--- config.mk ---
export PLATFORM = sky130hd
export DESIGN_NAME = memory_arbiter
export DESIGN_NICKNAME = d
export VERILOG_FILES = /design/src/rtl/memory_arbiter.sv
export SDC_FILE = /design/constraint.sdc
export NUM_CORES = 1
export LEC_CHECK = 0
export CORE_ASPECT_RATIO = 2
export CORE_MARGIN = 2
export CORE_UTILIZATION = 27
export CTS_CLUSTER_DIAMETER = 40
export CTS_CLUSTER_SIZE = 12
export DETAILED_ROUTE_END_ITERATION = 10
export GPL_TIMING_DRIVEN = 0
export PLACE_DENSITY = 0.55
export SKIP_CTS_REPAIR_TIMING = 1
export SLEW_MARGIN = 20
export SYNTH_ARGS = -nofsm -noshare
export SYNTH_HDL_FRONTEND = slang
export SYNTH_SLANG_ARGS = --single-unit
--- constraint.sdc ---
create_clock -name i_clock -period 3.13 [get_ports i_clock]
set_clock_uncertainty 0.2 [all_clocks]
set_input_delay 0.939 -clock i_clock [delete_from_list [all_inputs] [get_ports i_clock]]
set_output_delay 0.939 -clock i_clock [all_outputs]
set_load 0.1 [all_outputs]
--- src/rtl/memory_arbiter.sv ---
// Shares one memory port between fetch and data requesters; request -> memory_valid next cycle, completion returned combinationally.
// No backpressure: one pending slot per port, extra requests are dropped with a sticky overrun flag. ARB_ROUND_ROBIN_EN selects round-robin ties.
module memory_arbiter #(
  parameter int unsigned TIMEOUT = 1024
) (
  input  logic        i_clock,
  input  logic        i_reset,
  input  logic        i_imemory_valid,
  input  logic [31:0] i_imemory_addr,
  output logic [31:0] o_imemory_rdata,
  output logic        o_imemory_ready,
  input  logic        i_dmemory_valid,
  input  logic [31:0] i_dmemory_addr,
  input  logic [31:0] i_dmemory_wdata,
  input  logic [3:0]  i_dmemory_wstrb,
  output logic [31:0] o_dmemory_rdata,
  output logic        o_dmemory_ready,
  output logic        o_memory_valid,
  output logic        o_memory_instr,
  output logic [31:0] o_memory_addr,
  output logic [31:0] o_memory_wdata,
  output logic [3:0]  o_memory_wstrb,
  input  logic [31:0] i_memory_rdata,
  input  logic        i_memory_ready,
  output logic        o_overrun_error,
  output logic        o_timeout_error
);

  typedef struct packed {
    logic        instr;
    logic [31:0] addr;
    logic [31:0] wdata;
    logic [3:0]  wstrb;
  } req_t;

  typedef enum logic {S_IDLE, S_BUSY} state_t;

  state_t      r_state, w_state_nxt;
  req_t        r_ireq, r_dreq, r_mreq;
  req_t        w_inew, w_dnew, w_isel, w_dsel, w_win_req;
  logic        r_ipend, r_dpend, r_owner_i, r_mvalid, r_ovr, r_tout;
  logic [31:0] r_timer;
  logic        w_done, w_launch, w_tmo;
  logic        w_iflight, w_dflight, w_iovr, w_dovr, w_icap, w_dcap;
  logic        w_icand, w_dcand, w_win_i;
  logic [31:0] w_rdata;

  assign w_inew = {1'b1, i_imemory_addr, 32'd0, 4'd0};
  assign w_dnew = {1'b0, i_dmemory_addr, i_dmemory_wdata, i_dmemory_wstrb};

  assign w_tmo = (TIMEOUT != 0) && (r_timer == 32'(TIMEOUT - 1));

  always_ff @(posedge i_clock) begin
    if (i_reset) r_state <= S_IDLE;
    else         r_state <= w_state_nxt;
  end

  always_comb begin
    w_state_nxt = r_state;
    w_done      = 1'b0;
    w_launch    = 1'b0;
    case (r_state)
      S_IDLE: begin
        if (w_icand || w_dcand) begin
          w_launch    = 1'b1;
          w_state_nxt = S_BUSY;
        end
      end
      S_BUSY: begin
        // memory_ready takes precedence over a coincident timeout
        if (!i_reset && (i_memory_ready || w_tmo)) begin
          w_done      = 1'b1;
          w_state_nxt = S_IDLE;
        end
      end
      default: w_state_nxt = S_IDLE;
    endcase
  end

  // A port completing this cycle may already issue its next request
  assign w_iflight = (r_state == S_BUSY) &&  r_owner_i && !w_done;
  assign w_dflight = (r_state == S_BUSY) && !r_owner_i && !w_done;
  assign w_iovr    = i_imemory_valid && (r_ipend || w_iflight);
  assign w_dovr    = i_dmemory_valid && (r_dpend || w_dflight);
  assign w_icap    = i_imemory_valid && !w_iovr;
  assign w_dcap    = i_dmemory_valid && !w_dovr;
  assign w_icand   = r_ipend || w_icap;
  assign w_dcand   = r_dpend || w_dcap;
  assign w_isel    = r_ipend ? r_ireq : w_inew;
  assign w_dsel    = r_dpend ? r_dreq : w_dnew;

`ifdef ARB_ROUND_ROBIN_EN
  logic r_last_i;
  assign w_win_i = w_icand && (!w_dcand || !r_last_i);
  always_ff @(posedge i_clock) begin
    if (i_reset)       r_last_i <= 1'b0;
    else if (w_launch) r_last_i <= w_win_i;
  end
`else
  assign w_win_i = w_icand && !w_dcand;
`endif

  assign w_win_req = w_win_i ? w_isel : w_dsel;

  always_ff @(posedge i_clock) begin
    if (i_reset) begin
      r_ipend   <= 1'b0;
      r_dpend   <= 1'b0;
      r_ireq    <= '0;
      r_dreq    <= '0;
      r_mreq    <= '0;
      r_mvalid  <= 1'b0;
      r_owner_i <= 1'b0;
      r_timer   <= '0;
      r_ovr     <= 1'b0;
      r_tout    <= 1'b0;
    end else begin
      if (w_icap) r_ireq <= w_inew;
      if (w_dcap) r_dreq <= w_dnew;
      r_ipend  <= (r_ipend | w_icap) & ~(w_launch &  w_win_i);
      r_dpend  <= (r_dpend | w_dcap) & ~(w_launch & ~w_win_i);
      r_mvalid <= w_launch;
      if (w_launch) begin
        r_mreq    <= w_win_req;
        r_owner_i <= w_win_i;
        r_timer   <= '0;
      end else if (r_state == S_BUSY) begin
        r_timer <= r_timer + 32'd1;
      end
      if (w_iovr || w_dovr)         r_ovr  <= 1'b1;
      if (w_done && !i_memory_ready) r_tout <= 1'b1;
    end
  end

  assign w_rdata         = i_memory_ready ? i_memory_rdata : 32'd0;
  assign o_imemory_ready = w_done &&  r_owner_i;
  assign o_dmemory_ready = w_done && !r_owner_i;
  assign o_imemory_rdata = o_imemory_ready ? w_rdata : 32'd0;
  assign o_dmemory_rdata = o_dmemory_ready ? w_rdata : 32'd0;

  assign o_memory_valid  = r_mvalid;
  assign o_memory_instr  = r_mreq.instr;
  assign o_memory_addr   = r_mreq.addr;
  assign o_memory_wdata  = r_mreq.wdata;
  assign o_memory_wstrb  = r_mreq.wstrb;
  assign o_overrun_error = r_ovr;
  assign o_timeout_error = r_tout;

endmodule

==> results by group <==
Clock tree
  • Clk Latency, worst-skew pair: 530 ps
  • Sink Count: 209
  • Htree depth: 1
  • Root buffer cell: clkbuf_16
  • CTS buffer count: 27
  • CTS tree: built
  • CTS max path bufs: 3
  • Clk slew on worst S/H paths: 60 ps

Route
  • Vias per inst: 4.76
  • First DRT Iteration DRCs: 336
  • Total wire length: 33,500 um
  • DR pass1 iterations: 6
  • DRC violations left: 0
  • DR WL/cell: 18.3 um
  • Antenna-violating nets left: 0
  • Vias: 8,728

Timing
  • Highest clock rate: 260 MHz
  • RSZ-0062 raised after global routing: yes
  • Worst hold slack: 253 ps
  • Endpoints failing setup: 66
  • Tcrit/Tclk final: 123%
  • Worst-Margin Slew: 1100 ps
  • Clock period minus final worst setup slack: 3840 ps
  • PnR worst setup slack: -713 ps
  • Final hold vios: 0
  • Fin. max-slew vios: 0
  • Slew HR: 26.2%

Critical path
  • CP Launch Point: r_timer[20]
  • Crit path max fanout: 6
  • CP delay by family, top: simple AND/OR/NAND/NOR gates
  • Crit path buffers/inverters: 2
  • R2R depth: 10
  • CP Launch Type: flop
  • Reg2reg start: r_timer[0]
  • FF-to-FF End: r_dreq[42]
  • Worst R2R Setup Slack: 250 ps
  • Max stage delay cell, worst path: or3_4
  • Critical Path Sink Type: output port
  • Worst Setup EP: o_dmemory_rdata[28]
  • CP max stage delay: 420 ps
  • Worst path arrival time: 2700 ps
  • Crit Path Category: reg -> out
  • Crit-path cells: nor4_4 > and4_4 > and2_4 > nor2_4 > or3_4 > buf_12 > nor2_4 > buf_12
  • Critical Path RT: 1990 ps
  • Worst path depth: 8

Yosys
  • Syn nets: 1,202
  • #FFs+latches synth: 209
  • Synthesized area per cell: 8.61 um2
  • Post-synthesis sequential area ratio: 45.7%
  • Syn. warnings: 0
  • Synth cell types: 49
  • Post-Syn Instances: 1,064
  • Asr flop ratio synth: 0%
  • Synthesized cell area: 9160 um2
  • Ys flop type: dfxtp_1
  • Number of synthesized flops with an enable pin: 0

Worst hold path
  • Hold Path Class: reg -> reg

Global routing
  • First-pass GRT wire length: 49,600 um
  • Largest net degree at the start of global routing: 13
  • Vias in the first global route: 8,704
  • GRT overflow: 0
  • Total global-route track usage: 17.8%
  • Initial antenna violation count: 4

Floorplanning
  • Chip Height: 264 um
  • Die ar.: 35,500 um2
  • FP Rows: 95
  • I/O Pins: 275
  • Placeable Area: 33,500 um2
  • Die X: 134 um
  • Initial core utilization: 27.3%

Place
  • RD Place Congestion: 0.817
  • Count of port buffers added during placement: 273
  • Dpl hpwl: 25,200 um
  • Post-DP Area: 13,000 um2

Status
  • Status: finished with violations
  • Violated checks: negative setup slack

Power and ir drop
  • Power Density: 583 nW/um2
  • Total power: 8.75 mW
  • Static Leakage: 6.65 nW
  • Worst vdd ir: 0.000450 V

Layout
  • Layout cell share with drive strength beyond 1: 20.5%
  • Final net count: 1,517
  • Finished Cell Area: 15,000 um2
  • Area growth from synthesis to layout: 63.7%

Flow run
  • Max Cap Violations: 0
==> worst min-delay path by stage <==
stage,cells after the start,start,endpoint,slack [ps]
6_report,2,r_dreq[66],r_dreq[66],250
5_1_grt,2,r_dreq[4],r_dreq[4],270
4_1_cts,2,r_dreq[60],r_dreq[60],250
3_5_place_dp,2,r_dreq[37],r_dreq[37],250
3_3_place_gp,2,r_dreq[46],r_dreq[46],240
2_1_floorplan,2,r_ireq[68],r_ireq[68],230
==> layout make-up <==
cell class                 instances  area, um2
buffer                            78        479
multi-input combinational        768       5140
tap                              436        546
sequential                       209       4190
inverter                           8       41.3
clock buffer                      30        707
timing repair buffer             287       3750
fill                            3165      18500
antenna                            3       7.51
clock inverter                    14        125
==> report_power, final <==
group / total (mW) / switching (mW) / internal [mW]
clock network: 2.94 / 1.22 / 1.71
logic: 2.72 / 1.89 / 0.832
registers: 3.09 / 0.162 / 2.93
==> per-layer routing <==
metal / GRT usage (%) / part of all wire (%) / up-vias
met5: 0 / 0.042 / -
met4: 9.36 / 4.4 / 2
met3: 4.15 / 6.3 / 69
met2: 35.2 / 57 / 284
met1: 16.4 / 33 / 4053
li1: - / - / 4320
==> stage by stage <==
step	utilization (%)	instances	setup TNS, ps	setup slack (ps)
floorplan	-	1064	-18640	-445
global placement	38.9	1773	-219390	-2070
detailed placement	38.9	1773	-207410	-2070
CTS	41.4	1817	-137500	-2090
global route	44.7	1833	-42530	-772
finish	44.7	1833	-37850	-713
==> synth_stat cells, drive strengths merged (2+ instances only) <==
cell type	number	area share [%]
o2bb2ai	36	3.4
nor4	5	0.34
nand2	247	10
buf	33	2.3
nand3	10	0.55
nor2	141	5.8
dfxtp	209	46
xor2	19	1.8
nor4b	3	0.29
and4	6	0.60
nor2b	3	0.29
clkbuf	46	1.9
nand4	11	0.75
and2	2	0.14
and3	8	0.55
a22oi	32	2.6
mux2i	69	7.5
nor3	3	0.22
or3	2	0.14
inv	8	0.33
or2	2	0.14
a221o	32	3.5
o21ai	3	0.20
a21oi	75	4.1
mux2	33	4.1
o221a	2	0.25
xnor2	10	0.96
==> tightest hold or removal path, cell delays in order (launching register included) <==
cell,delay [ps]
dfxtp_1,310
nand2_1,50
a21oi_1,50
==> cells in the final DEF, fill, tap and decap left out, drive strengths merged, types with 2 or more instances in the layout <==
cell type        n
nand2          247
dfxtp          209
nor2           141
clkdlybuf4s50  134
buf            111
clkbuf          77
a21oi           75
dlymetal6s2s    73
mux2i           69
o2bb2ai         36
mux2            33
a22oi           32
a221o           32
xor2            19
nand4           11
nand3           10
xnor2           10
inv              9
and3             8
clkinv           7
and4             6
clkinvlp         5
nor4             5
diode            3
nor2b            3
o21ai            3
nor3             3
nor4b            3
or2              2
o221a            2
and2             2
or3              2
==> sequential cells by signal (all words and copies together) (netlist names) <==
register         flops
r_dreq              68
r_ireq              33
o_memory_addr       32
o_memory_wdata      32
r_timer             32
o_memory_wstrb       4
o_memory_instr       1
o_memory_valid       1
o_overrun_error      1
o_timeout_error      1
r_dpend              1
r_ipend              1
r_owner_i            1
r_state              1
==> cells by family (layout without fill, tap and decap cells) <==
logic type      after synthesis  count (layout)  share of synthesized area [%]
mux                         102             102                           11.6
simple gates                446             446                           20.1
buf+inv                      87             417                           4.49
xor+xnor                     29              29                           2.77
flops                       209             209                           45.7
compound gates              190             190                           15.2
fa+ha+maj                     1               1                          0.137
other cells                   0               3                              0
Note: power is estimated with default switching activity, not from simulation.
